File: config.mk
export PLATFORM = sky130hd
export DESIGN_NAME = loopback_regs_flat
export DESIGN_NICKNAME = d
export VERILOG_FILES = /design/src/rtl/loopback_regs_pkg.sv /design/src/rtl/avalon_mm_if.sv /design/src/rtl/loopback_regs_rdpipe.sv /design/src/rtl/loopback_regs.sv /design/src/flat_wrapper.sv
export SDC_FILE = /design/constraint.sdc
export NUM_CORES = 1
export LEC_CHECK = 0
export CORE_ASPECT_RATIO = 2
export CORE_MARGIN = 2
export CORE_UTILIZATION = 35
export CTS_BUF_LIST = sky130_fd_sc_hd__clkbuf_8
export CTS_CLUSTER_SIZE = 25
export DETAILED_ROUTE_END_ITERATION = 8
export HOLD_SLACK_MARGIN = 0.12
export PLACE_DENSITY = 0.69
export SLEW_MARGIN = 20
export SYNTH_ARGS = -nofsm -noshare
export SYNTH_HDL_FRONTEND = slang
export SYNTH_HIERARCHICAL = 1
export SYNTH_SLANG_ARGS = --single-unit
File: constraint.sdc
create_clock -name clk -period 2.4 [get_ports clk]
set_clock_uncertainty 0.2 [all_clocks]
set_input_delay 0.6 -clock clk [delete_from_list [all_inputs] [get_ports clk]]
set_output_delay 0.6 -clock clk [all_outputs]
set_load 0.02 [all_outputs]
File: src/rtl/loopback_regs_pkg.sv
// -----------------------------------------------------------------------------
// loopback_regs_pkg
// Shared definitions for the loopback register block: register address map,
// fixed read values and CTRL bit positions.
// Configuration macro: LOOPBACK_REGS_ERR_CNT_EN adds ERR_CNT at 0x5.
// -----------------------------------------------------------------------------
package loopback_regs_pkg;

    typedef enum logic [3:0] {
        RegId       = 4'h0,
        RegScratch  = 4'h1,
        RegCtrl     = 4'h2,
        RegCycleCnt = 4'h3,
        RegWrCnt    = 4'h4,
        RegErrCnt   = 4'h5
    } reg_addr_e;

    localparam logic [31:0] IdValue  = 32'h4C50_0001;
    localparam logic [31:0] DeadBeef = 32'hDEAD_BEEF;

    localparam int unsigned CtrlEnableBit = 0;
    localparam int unsigned CtrlClearBit  = 1;

    // True for offsets that back a real register in this build.
    function automatic logic is_mapped(input logic [3:0] addr);
        logic mapped;
        mapped = (addr <= RegWrCnt);
`ifdef LOOPBACK_REGS_ERR_CNT_EN
        mapped = mapped | (addr == RegErrCnt);
`endif
        return mapped;
    endfunction

endpackage

File: src/rtl/avalon_mm_if.sv
// -----------------------------------------------------------------------------
// avalon_mm_if
// Minimal Avalon-MM interface without waitrequest; pipelined reads are
// answered through readdatavalid.
//   slave modport : address, read, write, writedata in; readdata,
//                   readdatavalid out
//   master modport: the mirror image
// -----------------------------------------------------------------------------
interface avalon_mm_if #(
    parameter int unsigned ADDR_WIDTH = 32,
    parameter int unsigned DATA_WIDTH = 32
);
    logic [ADDR_WIDTH-1:0] address;
    logic                  read;
    logic                  write;
    logic [DATA_WIDTH-1:0] writedata;
    logic [DATA_WIDTH-1:0] readdata;
    logic                  readdatavalid;

    modport slave (
        input  address, read, write, writedata,
        output readdata, readdatavalid
    );

    modport master (
        output address, read, write, writedata,
        input  readdata, readdatavalid
    );
endinterface

File: src/rtl/loopback_regs_rdpipe.sv
// -----------------------------------------------------------------------------
// loopback_regs_rdpipe
// Fixed-latency read response pipe: valid + data shift register of DEPTH
// stages. Data is zeroed in stages that carry no valid, so the output data is
// 0 whenever the output valid is low.
//   clk       : clock, rising edge
//   clr       : synchronous flush of every stage
//   in_valid  : read sampled this cycle
//   in_data   : read data captured this cycle
//   out_valid : response strobe, DEPTH cycles after in_valid
//   out_data  : response data
// -----------------------------------------------------------------------------
module loopback_regs_rdpipe #(
    parameter int unsigned DEPTH = 2,
    parameter int unsigned WIDTH = 32
) (
    input  logic             clk,
    input  logic             clr,
    input  logic             in_valid,
    input  logic [WIDTH-1:0] in_data,
    output logic             out_valid,
    output logic [WIDTH-1:0] out_data
);

    logic [DEPTH-1:0] valid_q;
    logic [WIDTH-1:0] data_q [DEPTH];

    always_ff @(posedge clk) begin
        if (clr) begin
            valid_q <= '0;
            for (int i = 0; i < int'(DEPTH); i++) begin
                data_q[i] <= '0;
            end
        end else begin
            valid_q[0] <= in_valid;
            data_q[0]  <= in_valid ? in_data : '0;
            for (int i = 1; i < int'(DEPTH); i++) begin
                valid_q[i] <= valid_q[i-1];
                data_q[i]  <= data_q[i-1];
            end
        end
    end

    assign out_valid = valid_q[DEPTH-1];
    assign out_data  = data_q[DEPTH-1];

endmodule

File: src/rtl/loopback_regs.sv
// -----------------------------------------------------------------------------
// loopback_regs
// Avalon-MM control/status register block for the loopback datapath.
// Zero-wait-state accesses, reads answered READ_LATENCY cycles later.
//   clk         : clock, rising edge
//   rst         : synchronous active-high reset
//   avs         : avalon_mm_if slave (word address, only address[3:0] decoded)
//   ctrl_enable : CTRL[0], enable to the loopback datapath
// Map: 0x0 ID, 0x1 SCRATCH, 0x2 CTRL, 0x3 CYCLE_CNT, 0x4 WR_CNT,
//      0x5 ERR_CNT (only with LOOPBACK_REGS_ERR_CNT_EN defined).
// Only DATA_WIDTH = 32 and READ_LATENCY in 1..4 are supported.
// -----------------------------------------------------------------------------
module loopback_regs
    import loopback_regs_pkg::*;
#(
    parameter int unsigned DATA_WIDTH   = 32,
    parameter int unsigned ADDR_WIDTH   = 32,
    parameter int unsigned READ_LATENCY = 2
) (
    input  logic       clk,
    input  logic       rst,
    avalon_mm_if.slave avs,
    output logic       ctrl_enable
);

    logic [3:0]            reg_addr;
    logic                  rd_en;
    logic                  wr_en;
    logic                  addr_mapped;
    logic                  clear;
    logic [DATA_WIDTH-1:0] rd_data;

    logic [31:0] scratch_q;
    logic        ctrl_en_q;
    logic [31:0] cycle_cnt_q, cycle_cnt_d;
    logic [31:0] wr_cnt_q, wr_cnt_d;

    // Upper address bits alias onto the 16-word map.
    logic unused_addr;
    assign unused_addr = ^avs.address[ADDR_WIDTH-1:4];

    assign reg_addr    = avs.address[3:0];
    // Accesses presented while in reset are dropped.
    assign rd_en       = avs.read & ~rst;
    assign wr_en       = avs.write & ~rst;
    assign addr_mapped = is_mapped(reg_addr);
    assign clear       = wr_en && (reg_addr == RegCtrl) && avs.writedata[CtrlClearBit];

`ifdef LOOPBACK_REGS_ERR_CNT_EN
    logic [31:0] err_cnt_q, err_cnt_d;
    logic [1:0]  err_inc;
    logic [32:0] err_sum;

    // A read and a write to unmapped space in one cycle count as two errors.
    always_comb begin
        err_inc   = {1'b0, rd_en & ~addr_mapped} + {1'b0, wr_en & ~addr_mapped};
        err_sum   = {1'b0, err_cnt_q} + {31'd0, err_inc};
        err_cnt_d = err_sum[32] ? '1 : err_sum[31:0];
        if (clear) begin
            err_cnt_d = '0;
        end
    end

    always_ff @(posedge clk) begin
        if (rst) begin
            err_cnt_q <= '0;
        end else begin
            err_cnt_q <= err_cnt_d;
        end
    end
`endif

    // Read mux samples the pre-write register values of this cycle.
    always_comb begin
        rd_data = DeadBeef;
        case (reg_addr)
            RegId:       rd_data = IdValue;
            RegScratch:  rd_data = scratch_q;
            RegCtrl:     rd_data = {31'd0, ctrl_en_q};
            RegCycleCnt: rd_data = cycle_cnt_q;
            RegWrCnt:    rd_data = wr_cnt_q;
`ifdef LOOPBACK_REGS_ERR_CNT_EN
            RegErrCnt:   rd_data = err_cnt_q;
`endif
            default:     rd_data = DeadBeef;
        endcase
    end

    // Clear wins over any increment in the same cycle; the clearing write is
    // therefore never counted.
    always_comb begin
        cycle_cnt_d = cycle_cnt_q;
        wr_cnt_d    = wr_cnt_q;
        if (clear) begin
            cycle_cnt_d = '0;
            wr_cnt_d    = '0;
        end else begin
            if (ctrl_en_q) begin
                cycle_cnt_d = cycle_cnt_q + 32'd1;
            end
            if (wr_en && addr_mapped && (wr_cnt_q != '1)) begin
                wr_cnt_d = wr_cnt_q + 32'd1;
            end
        end
    end

    always_ff @(posedge clk) begin
        if (rst) begin
            scratch_q   <= '0;
            ctrl_en_q   <= 1'b0;
            cycle_cnt_q <= '0;
            wr_cnt_q    <= '0;
        end else begin
            if (wr_en && (reg_addr == RegScratch)) begin
                scratch_q <= avs.writedata;
            end
            if (wr_en && (reg_addr == RegCtrl)) begin
                ctrl_en_q <= avs.writedata[CtrlEnableBit];
            end
            cycle_cnt_q <= cycle_cnt_d;
            wr_cnt_q    <= wr_cnt_d;
        end
    end

    assign ctrl_enable = ctrl_en_q;

    loopback_regs_rdpipe #(
        .DEPTH (READ_LATENCY),
        .WIDTH (DATA_WIDTH)
    ) u_rdpipe (
        .clk       (clk),
        .clr       (rst),
        .in_valid  (rd_en),
        .in_data   (rd_data),
        .out_valid (avs.readdatavalid),
        .out_data  (avs.readdata)
    );

endmodule

File: src/flat_wrapper.sv
// flat-port wrapper written by rule: the top's interface ports become plain ports
module loopback_regs_flat import loopback_regs_pkg::*;
#(
    parameter int unsigned DATA_WIDTH   = 32,
    parameter int unsigned ADDR_WIDTH   = 32,
    parameter int unsigned READ_LATENCY = 2
)
  (clk, rst, ctrl_enable, avs_address, avs_read, avs_write, avs_writedata, avs_readdata, avs_readdatavalid);
  avalon_mm_if #(.ADDR_WIDTH(ADDR_WIDTH), .DATA_WIDTH(DATA_WIDTH)) avs_i ();
  input  logic clk;
  input  logic rst;
  output logic ctrl_enable;
  input wire logic [$bits(avs_i.address)-1:0] avs_address;
  input wire logic [$bits(avs_i.read)-1:0] avs_read;
  input wire logic [$bits(avs_i.write)-1:0] avs_write;
  input wire logic [$bits(avs_i.writedata)-1:0] avs_writedata;
  output wire logic [$bits(avs_i.readdata)-1:0] avs_readdata;
  output wire logic [$bits(avs_i.readdatavalid)-1:0] avs_readdatavalid;
  assign avs_i.address = avs_address;
  assign avs_i.read = avs_read;
  assign avs_i.write = avs_write;
  assign avs_i.writedata = avs_writedata;
  assign avs_readdata = avs_i.readdata;
  assign avs_readdatavalid = avs_i.readdatavalid;
  loopback_regs #(.DATA_WIDTH(DATA_WIDTH), .ADDR_WIDTH(ADDR_WIDTH), .READ_LATENCY(READ_LATENCY)) u_core (.clk(clk), .rst(rst), .avs(avs_i), .ctrl_enable(ctrl_enable));
endmodule
==> results.yml <==
setup_path:
  end_kind: "flip-flop"
  arrival_ns: 2.49
  startpoint_type: "flip-flop"
  rr_worst_depth: 5
  criticalPathCategory: "reg -> reg"
  worstPathMaxFanout: 7
  cp_data_required_time_ns: 2.59
yosys:
  synth-compound-area-share_pct: 13.8
  avgSynthCellArea_um2: 8.62
  ys_ff_latch: 163
  synth_xor_area_share_pct: 4.73
  synth_fa_ha_area_share_pct: 0.338
  ys_seq_area_share_pct: 44.0
  synth_top_family_by_area: "simple AND/OR/NAND/NOR gates"
  syn-cell-area_um2: 7410
  synthMuxAreaShare_pct: 0.405
  synth_area_leaders: "dfxtp_1, nand2_1, and3b_1"
  synth_top_area_cell: "dfxtp_1"
  synth-edff-count: 0
  ys.flop_type: "dfxtp_1"
  synth_cell_type_count: 52
  synth_top_area_share_pct: 44.0
  post-synth-top-count-cell: "dfxtp_1"
  netlist_instances: 860
  syn_nets: 930
  synth_simple_gate_area_share_pct: 29.0
  yosysWarnings: 6
  ys_top_cells_by_count: "dfxtp_1, nand2_1, nor2_1"
  async_reset_ff_share_pct: 0
die:
  initial_utilization_pct: 35.4
  core_um2: 20900
  dieArea_um2: 22400
  die_h_um: 210
  fp.dieW_um: 107
  boundaryPins: 102
  rows: 75
global_routing:
  grt_overflow: 0
  grt_pass1_wl_mm: 32.8
  grt_antenna_before_repair: 0
  track_usage_pct: 18.8
  grt_pass1_vias: 6525
  grt_max_degree: 105
timing:
  slew_violations: 0
  period_minus_slack_ns: 2.29
  fin_crit_sh_pct: 95.6
  rsz0062_at_grt: "no"
  fmax_mhz: 436
  timing.hold.ws_ns: 0.240
  setup_ws_ns: 0.106
  setup_viol: 0
  relSlewSlack_pct: 44.1
  hold_viol: 0
  timing_worst_slew_pin_value_ns: 0.839
clocking:
  clk_latency_ns: 0.47
  cts_root_buf: "clkbuf_8"
  cts_buffers: 17
  clk_pin_slew_ns: 0.09
  htreeDepth: 4
  cts.sinks: 163
  ctsLongestPathBuffers: 2
  cts_tree: "built"
  hold_buffers: 0
min_path:
  whs_path_depth: 1
  min_path_type: "reg -> reg"
place:
  place_hpwl_mm: 15.1
  dpl.cell_count: 1200
  gp_congestion: 0.946
  pre_cts_ws_ns: -0.480
  port_buffers: 73
drt:
  wl_per_cell_um: 16.7
  drtAntennaViolNets: 0
  drc_errors: 0
  route.met2.wl_mm: 11.0
  via_per_inst: 5.26
  m1WireLength_mm: 7.78
  top_layer: "met4"
  first_pass_iters: 5
  initialDrtViolationCount: 402
  wl_mm: 20.6
  vias: 6490
  wl_met3_um: 944
layout:
  antennaDiodeCount: 0
  drive_gt1_share_pct: 14.5
  final_nets: 1021
  fin_util_pct: 43.5
  finalNonFillerCells: 1233
  areaGrowthSynthToFinish_pct: 22.9
power_and_ir_drop:
  p_leak_nw: 3.60
  ir_drop_v: 0.000373
  p_per_area_nw_per_um2: 556
  design_power_total_mw: 5.07
outcome:
  status: "complete, no violations"
job:
  max_cap_violations: 0
area by class of cell:
| cell class | count | area, µm² |
|---|---|---|
| Timing Repair Buffer | 162 | 1470 |
| Clock buffer | 18 | 248 |
| Sequential cell | 163 | 3260 |
| Clock inverter | 14 | 128 |
| Tap cell | 269 | 337 |
| Multi-Input combinational cell | 591 | 3610 |
| Inverter | 16 | 60.1 |
| Fill cell | 2046 | 11800 |
per-stage QoR:
stage | cell area [µm²] | setup TNS, ns
after floorplan | 7410 | 0
after global placement | 8690 | -21.24
after detailed placement | 8690 | -24.14
after CTS | 9070 | 0
after global routing | 9110 | 0
final | 9110 | 0
per-layer routing:
metal	global-route usage [%]	up-vias
li1	-	3141
met1	19.7	3074
met2	35.3	226
met3	3.04	49
met4	9.54	0
met5	0	-
logic make-up after synthesis:
kind of cell	count (synthesis)
AO/OA/AOI/OAI	159
XOR/XNOR	40
adder cells (fa/ha/maj)	2
buffers and inverters	106
flip-flops	163
multiplexers	3
AND/OR/NAND/NOR	387
critical path: stages (launching register included):
cell	delay, ns
dfxtp_1	0.42
and4_1	0.31
and4_1	0.41
o2111ai_4	0.22
or4_1	0.51
a21oi_1	0.16
state kept, by name, indices dropped and copies added, names as in the netlist:
register	cells
u_core/u_rdpipe/data_q	64
u_core/cycle_cnt_q	32
u_core/scratch_q	32
u_core/ctrl_enable	1
u_core/wr_cnt_q	32
u_core/u_rdpipe/valid_q	2
path summary, 6_finish.rpt:
check	end	startpoint	slack (ns)
worst max-delay path	u_core/wr_cnt_q[31]$_SDFFE_PP0P_	u_core/wr_cnt_q[4]$_SDFFE_PP0P_	0.11
worst min register to register	u_core/u_rdpipe/data_q[0][37]$_SDFF_PP0_	u_core/u_rdpipe/data_q[0][5]$_SDFF_PP0_	0.24
worst min-delay path	u_core/u_rdpipe/data_q[0][37]$_SDFF_PP0_	u_core/u_rdpipe/data_q[0][5]$_SDFF_PP0_	0.24
worst max register to register	u_core/wr_cnt_q[31]$_SDFFE_PP0P_	u_core/wr_cnt_q[4]$_SDFFE_PP0P_	0.11
where the power goes:
group	internal, mW	switching, mW
Sequential	2.74	0.0132
Clock	0.861	1.06
Combinational	0.189	0.209
cell usage in the layout, fill, tap and decap left out, drive strengths merged, types with 3 or more instances in the layout:
master	Yosys	layout
a221oi	3	3
and4	11	11
clkbuf	39	18
nand4	19	19
xor2	12	12
nor3	10	10
nand2b	4	4
nor4	11	11
o21a	20	20
nand2	95	95
or3	14	14
a211oi	7	7
o31ai	8	8
nand3b	33	33
dfxtp	163	163
a21oi	64	64
mux2i	3	3
nor2	73	73
nand3	22	22
a222oi	6	6
o21ai	35	35
clkinv	0	6
and3b	33	33
buf	51	91
clkdlybuf4s50	0	70
and3	14	14
xnor2	28	28
nor2b	36	36
inv	16	22
or4	8	8
repair_timing:
item,4_1_cts,5_1_grt
endpoints found under the setup margin,1,10
pin swaps,0,1
buffers inserted,0,1
gates resized for setup,1,4
(Power assumes the default switching activity.)
